File: src/rtl/spi_cmd_pkg.sv
// Shared types and defaults for the SPI command controller.
package spi_cmd_pkg;

    localparam int unsigned AddrWDefault = 7;
    localparam int unsigned DataWDefault = 8;
    localparam int unsigned RwBit        = 7;

    typedef enum logic [1:0] {
        StIdle,
        StCmd,
        StWdata,
        StRdata
    } state_e;

endpackage

File: src/rtl/sync_2ff.sv
// Two-flop synchroniser for a single asynchronous input, synchronous reset to ResetVal.
module sync_2ff #(
    parameter logic ResetVal = 1'b1
) (
    input  logic clk,
    input  logic rst,
    input  logic d,
    output logic q
);

    logic meta_q;
    logic sync_q;

    always_ff @(posedge clk) begin
        if (rst) begin
            meta_q <= ResetVal;
            sync_q <= ResetVal;
        end else begin
            meta_q <= d;
            sync_q <= meta_q;
        end
    end

    assign q = sync_q;

endmodule

File: src/rtl/spi_cmd_ctrl.sv
// SPI command decoder driving an external register bank: command byte, then write or read burst.
// Define SPI_CMD_AUTOINC_EN to step the register address after every data byte.
module spi_cmd_ctrl
    import spi_cmd_pkg::*;
#(
    parameter int unsigned ADDR_W = AddrWDefault,
    parameter int unsigned DATA_W = DataWDefault
) (
    input  logic              clk,
    input  logic              rst,
    input  logic              csn,
    input  logic [DATA_W-1:0] recv,
    input  logic              output_valid,
    output logic [DATA_W-1:0] send,
    output logic [ADDR_W-1:0] reg_addr,
    output logic [DATA_W-1:0] reg_wdata,
    output logic              reg_we,
    input  logic [DATA_W-1:0] reg_rdata,
    output logic              frame_done
);

    logic csn_s;

    sync_2ff #(
        .ResetVal(1'b1)
    ) u_csn_sync (
        .clk(clk),
        .rst(rst),
        .d  (csn),
        .q  (csn_s)
    );

    state_e            state_q, state_d;
    logic [ADDR_W-1:0] addr_q, addr_d;
    logic              rw_q, rw_d;
    logic [DATA_W-1:0] send_q, send_d;
    logic [DATA_W-1:0] reg_wdata_q, reg_wdata_d;
    logic              reg_we_q, reg_we_d;
    logic              frame_done_q, frame_done_d;
    logic              load_q, load_d;

`ifdef SPI_CMD_AUTOINC_EN
    localparam logic [ADDR_W-1:0] AddrOne = ADDR_W'(1);
`endif

    always_comb begin
        state_d      = state_q;
        addr_d       = addr_q;
        rw_d         = rw_q;
        send_d       = send_q;
        reg_wdata_d  = reg_wdata_q;
        reg_we_d     = 1'b0;
        frame_done_d = 1'b0;
        load_d       = 1'b0;

        // reg_rdata reflects addr_q, so the reload lands one cycle after the strobe.
        if (load_q) begin
            send_d = reg_rdata;
        end

`ifdef SPI_CMD_AUTOINC_EN
        // Step only after the write strobe has used the current address.
        if (reg_we_q) begin
            addr_d = addr_q + AddrOne;
        end
`endif

        unique case (state_q)
            StIdle: begin
                if (!csn_s) begin
                    state_d = StCmd;
                end
            end
            StCmd: begin
                if (output_valid) begin
                    addr_d  = recv[ADDR_W-1:0];
                    rw_d    = recv[RwBit];
                    load_d  = recv[RwBit];
                    state_d = recv[RwBit] ? StRdata : StWdata;
                end
            end
            StWdata: begin
                if (output_valid) begin
                    reg_we_d    = 1'b1;
                    reg_wdata_d = recv;
                end
            end
            StRdata: begin
                if (output_valid) begin
                    load_d = 1'b1;
`ifdef SPI_CMD_AUTOINC_EN
                    addr_d = addr_q + AddrOne;
`endif
                end
            end
            default: state_d = StIdle;
        endcase

        // End of frame overrides the state move but keeps any byte work above.
        if (csn_s && (state_q != StIdle)) begin
            state_d      = StIdle;
            frame_done_d = (state_q != StCmd) || output_valid;
        end
    end

    always_ff @(posedge clk) begin
        if (rst) begin
            state_q      <= StIdle;
            addr_q       <= '0;
            rw_q         <= 1'b0;
            send_q       <= '0;
            reg_wdata_q  <= '0;
            reg_we_q     <= 1'b0;
            frame_done_q <= 1'b0;
            load_q       <= 1'b0;
        end else begin
            state_q      <= state_d;
            addr_q       <= addr_d;
            rw_q         <= rw_d;
            send_q       <= send_d;
            reg_wdata_q  <= reg_wdata_d;
            reg_we_q     <= reg_we_d;
            frame_done_q <= frame_done_d;
            load_q       <= load_d;
        end
    end

    assign send       = send_q;
    assign reg_addr   = addr_q;
    assign reg_wdata  = reg_wdata_q;
    assign reg_we     = reg_we_q;
    assign frame_done = frame_done_q;

endmodule

File: config.mk
export PLATFORM = sky130hd
export DESIGN_NAME = spi_cmd_ctrl
export DESIGN_NICKNAME = d
export VERILOG_FILES = /design/src/rtl/spi_cmd_pkg.sv /design/src/rtl/sync_2ff.sv /design/src/rtl/spi_cmd_ctrl.sv
export SDC_FILE = /design/constraint.sdc
export NUM_CORES = 1
export LEC_CHECK = 0
export CAP_MARGIN = 15
export CORE_MARGIN = 1
export CORE_UTILIZATION = 40
export DETAILED_ROUTE_END_ITERATION = 8
export PLACE_DENSITY = 0.84
export SYNTH_ARGS = -nofsm -noshare
export SYNTH_HDL_FRONTEND = slang
export SYNTH_SLANG_ARGS = --single-unit
File: constraint.sdc
create_clock -name clk -period 1.1 [get_ports clk]
set_clock_uncertainty 0.05 [all_clocks]
set_input_delay 0.11 -clock clk [delete_from_list [all_inputs] [get_ports clk]]
set_output_delay 0.11 -clock clk [all_outputs]
set_load 0.03 [all_outputs]
Word level (Yosys, flattened, before mapping)
Cells that the tools add are included.

word-level totals
  logic and storage cells = 35
  bits in registers = 30
  input bits = 20
  output and inout port bits = 25

operators by class
  reduce and logical (&&, ||, !) cells = 11
  equal/unequal tests = 6
  mux-type cells = 7
  bitwise gates (word level) = 2

operators with widths
  operator              count
  $reduce_or A2 Y1      3
  $eq A2 B2 Y1 const B  2
  $mux W2               2
  $ne A2 B2 Y1 const B  2
  $pmux W2 S2           1
  $reduce_and A2 Y1     2
  $reduce_bool A2 Y1    2
  $mux W1               3
  $reduce_and A3 Y1     1
  $eq A2 B1 Y1 const B  1
  $logic_not A2 Y1      1
  $ne A2 B1 Y1 const B  1
  $not A1 Y1            2
  $pmux W1 S2           1
  $logic_and A1 B1 Y1   1
  $logic_or A1 B1 Y1    1

Depth between registers and ports, before layout
  depth in word-level cells = 4
  depth in mapped cells = 4

Cells and area by module
From an unflattened synthesis, not the netlist that was laid out.

unflattened totals
  cells, all modules = 105
  area total of the unflattened synthesis = 1,138.6 sq um

by module, submodules not included
  module        area an instance (sq um)  seq. area each (sq um)  times used  cells an instance
  spi_cmd_ctrl  1,086.0                   560.5                   1           101
  sync_2ff      52.6                      40.0                    1           4

Worst setup path before layout
No wires, ideal clock.

  path type = flip-flop to flip-flop
  from = reg state_q[1]
  to = reg addr_q[0] (netlist: reg_addr[0])
  path buffers = 1
  data arrival time = 787 ps
  setup slack = 144 ps
  library setup time = 119 ps
  cell stages (with the launch flop) = 4
  required time = 931 ps
  clock period less this slack = 956 ps
  path through = dfxtp_1 and3b_1 buf_6 mux2i_1

on the way
  cells in the longest elaborated chain, start to end = 2

ends and longest elaborated chain
  item                         RTL line             text
  start: declaration           spi_cmd_ctrl.sv:33   state_e state_q, state_d;
  start signal: assignment     spi_cmd_ctrl.sv:108  state_q <= StIdle;
  start signal: assignment     spi_cmd_ctrl.sv:117  state_q <= state_d;
  $eq A2 B1 Y1                 spi_cmd_ctrl.sv:68   unique case (state_q)
  $reduce_and A2 Y1 (no line)  --
  end signal: assignment       spi_cmd_ctrl.sv:118  addr_q <= addr_d;
  end: declaration             spi_cmd_ctrl.sv:34   logic [ADDR_W-1:0] addr_q, addr_d;

Every way passes these cells.
A chain may end at the register's enable or synchronous reset.

Final worst setup path
  from = reg state_q[1]
  to = reg addr_q[3] (netlist: reg_addr[3])

The elaborated chain is that of the path after synthesis.

==> metrics.yaml <==
outcome:
  status: "completed"
logic_synthesis:
  synth_top_area_cell: "dfxtp_1"
  yosys-top-cells-area: "dfxtp_1 52%, mux2i_1 20%, nand2b_1 13%"
  synthDistinctLibCells: 17
  synth_seq_cells: 30
  yosys_warnings: 0
  synth_compound_area_share_pct: 1.42
  synth_xor_area_share_pct: 0
  ys_seq_area_share_pct: 52.5
  synth-simple-area-share_pct: 21.2
  synth_top_area_share_pct: 52.5
  synthMuxAreaShare_pct: 20.1
  synth.cell_area_mm2: 0.00114
  syn_nets: 125
  synth_fa_ha_area_share_pct: 0
  synthCells: 105
  synth_area_per_cell_um2: 10.9
  synth_top_family_by_area: "simple AND/OR/NAND/NOR gates"
power_and_ir_drop:
  clkPwrFrac_pct: 34.7
  p_sw_uw: 427
  p_sw_share_pct: 22.0
  vdd_drop_max_mv: 0.817
  comb_power_share_pct: 8.5
  p_leak_nw: 0.711
  internal-power_mw: 1.51
  pwr-share-seq_pct: 56.8
  powerDensity_mw_per_mm2: 1170
hold_path:
  min-delay-path-class: "input pin to flop"
placement:
  port_buffers: 44
  placed_cell_area_mm2: 0.00159
  routabilityCongestion: 0.751
  dp_hpwl_mm: 1.67
floorplan:
  fp-row-count: 19
  die_h_um: 55.5
  initial_core_util_pct: 41.9
  die_x_um: 55.5
  dieArea_mm2: 0.00308
  core_area_mm2: 0.00273
  ios: 45
worst_setup_path:
  crit_chain: "and3b_2 -> buf_12 -> mux2i_1"
  slowest_stage: "dfxtp_2"
  cp_num_buf_inv: 1
  start_kind: "flop"
  crit_fanout: 7
  critPathTopFamily: "flip-flops"
  arrival_ns: 1.25
  cp-end-kind: "flop"
  critPathMaxStageDelay_ns: 0.35
  crit_type: "flop to flop"
  crit_required_ns: 1.30
routing:
  drtIter0Drc: 21
  drc: 0
  ant_nets: 0
  routed_wl_mm: 2.30
  vias_per_cell: 4.69
  dr.pass1.iters: 4
  dr_total_vias: 887
  routedWlPerCell_um: 12.1
global_routing:
  grt_usage_pct: 16.4
  grt_pass1_wl_mm: 3.87
  grt_max_degree: 31
  first_global_vias: 874
  antenna_found_initial: 0
  overflow: 0
cts:
  clkTransAtPathRegs_ns: 0.10
  clockBufferDepth: 2
  htreeDepth: 2
  cts_buffers: 5
  clk_latency_ns: 0.33
  cts_tree: "done"
  cts_setup_buffers: 0
  cts_root_buf: "clkbuf_4"
  clkSinkCount: 30
layout:
  layout-drive-gt1-share_pct: 29.7
  fill_cells: 218
  final_cell_area_mm2: 0.00166
  area_growth_pct: 45.2
  layout.nets: 177
  antenna_cells: 0
  multi_input_area_um2: 494
  seq_area_um2: 603
job:
  maxCapViolCount: 0
sta:
  rsz0062_at_grt: "yes"
  layout_min_cycle_time_ns: 1.05
  period_share_pct: 95.4
  final_hold_viol_count: 0
  worst_pin_slew_ns: 0.200
  tns_ns: 0
  relSlewSlack_pct: 86.7
  slew_viol_final: 0
  setup-violations-final: 0
  fmaxAchievable_ghz: 0.953
[metal layers]
layer  vias to the layer above  share of wire (%)  GRT usage (%)
met5                         -                  0              0
met4                         0                1.6           8.57
met3                         5                6.8           5.62
met2                        39                 48           27.2
met1                       396                 44           18.6
li1                        447                  -              -
[area by class of cell]
cell class	count	area share, %
Sequential cell	30	36.3
Multi-Input combinational cell	68	29.7
Timing Repair Buffer	52	28.1
Clock buffer	7	3.31
Tap cell	31	2.33
Clock inverter	1	0.301
[stage by stage]
stage	cells	util, %	power, mW	worst slack [ns]	hold WS, ns
2_1_floorplan	105	-	1.19	0.144	0.164
3_3_place_gp	181	58.2	1.29	-0.166	0.343
3_5_place_dp	181	58.2	1.29	-0.195	0.342
4_1_cts	189	60.4	1.97	0.0169	0.276
5_1_grt	189	60.8	2.03	-0.0102	0.285
6_report	189	60.8	1.94	0.0508	0.287
[registers in the layout (all words and copies together) (netlist names)]
signal,count
reg_we,1
u_csn_sync.meta_q,1
frame_done,1
state_q,2
reg_addr,7
reg_wdata,8
send,8
load_q,1
u_csn_sync.q,1
[cells in the mapped netlist]
library cell,count
buf_2,2
or2_2,2
o311a_2,1
dfxtp_1,30
nand2_1,1
nor2_1,11
buf_6,3
nand3b_1,1
and3b_1,1
or2b_1,1
a21oi_1,1
nor3b_1,1
nand2b_1,23
nor3_1,2
clkbuf_1,1
mux2i_1,23
buf_4,1
[worst paths after layout]
| kind | slack (ns) | to | start | cells after the start |
|---|---|---|---|---|
| worst min-delay path | 0.29 | u_csn_sync.meta_q | csn | 2 |
| worst max-delay path | 0.05 | reg_addr[3] | state_q[1] | 3 |
| worst min register to register | 0.37 | u_csn_sync.q | u_csn_sync.meta_q | 1 |
| worst max register to register | 0.05 | reg_addr[3] | state_q[1] | 3 |
[power groups by stage]
| stage | sequential, mW | combinational (mW) | clock, mW |
|---|---|---|---|
| after detailed placement | 1.13 | 0.164 | 0 |
| after CTS | 1.10 | 0.164 | 0.701 |
| final | 1.10 | 0.164 | 0.673 |
| after global routing | 1.10 | 0.176 | 0.751 |
| after floorplan | 1.13 | 0.0595 | 0 |
| after global placement | 1.13 | 0.160 | 0 |
[worst reg2reg max path, delay by kind of cell (launching register included)]
| kind | cells | cell delay (ns) |
|---|---|---|
| and+or+nand+nor | 1 | 0.26 |
| muxes | 1 | 0.18 |
| DFF | 1 | 0.35 |
| buffers and inverters | 1 | 0.13 |
[cells by family (layout without fill, tap and decap cells)]
kind of cell | count (synthesis) | after routing
muxes | 23 | 23
DFF | 30 | 30
buffers and inverters | 7 | 60
and+or+nand+nor | 43 | 43
AOI/OAI and AO/OA | 2 | 2
[cells in the final DEF, fill, tap and decap left out, types with 2 or more instances in the layout]
cell             count
nor2_1              11
dfxtp_1             28
nor3_1               2
or2_2                2
buf_12               2
clkbuf_4             5
mux2i_1             22
buf_4               30
clkdlybuf4s50_1     19
dfxtp_2              2
nand2b_1            23
[repair_timing]
| item | 4_1_cts | 5_1_grt |
|---|---|---|
| hold buffers | 0 | 0 |
| gates resized for setup | 0 | 5 |
| endpoints found under the setup margin | 0 | 9 |
No activity file was read; power rests on OpenSTA's default activity.
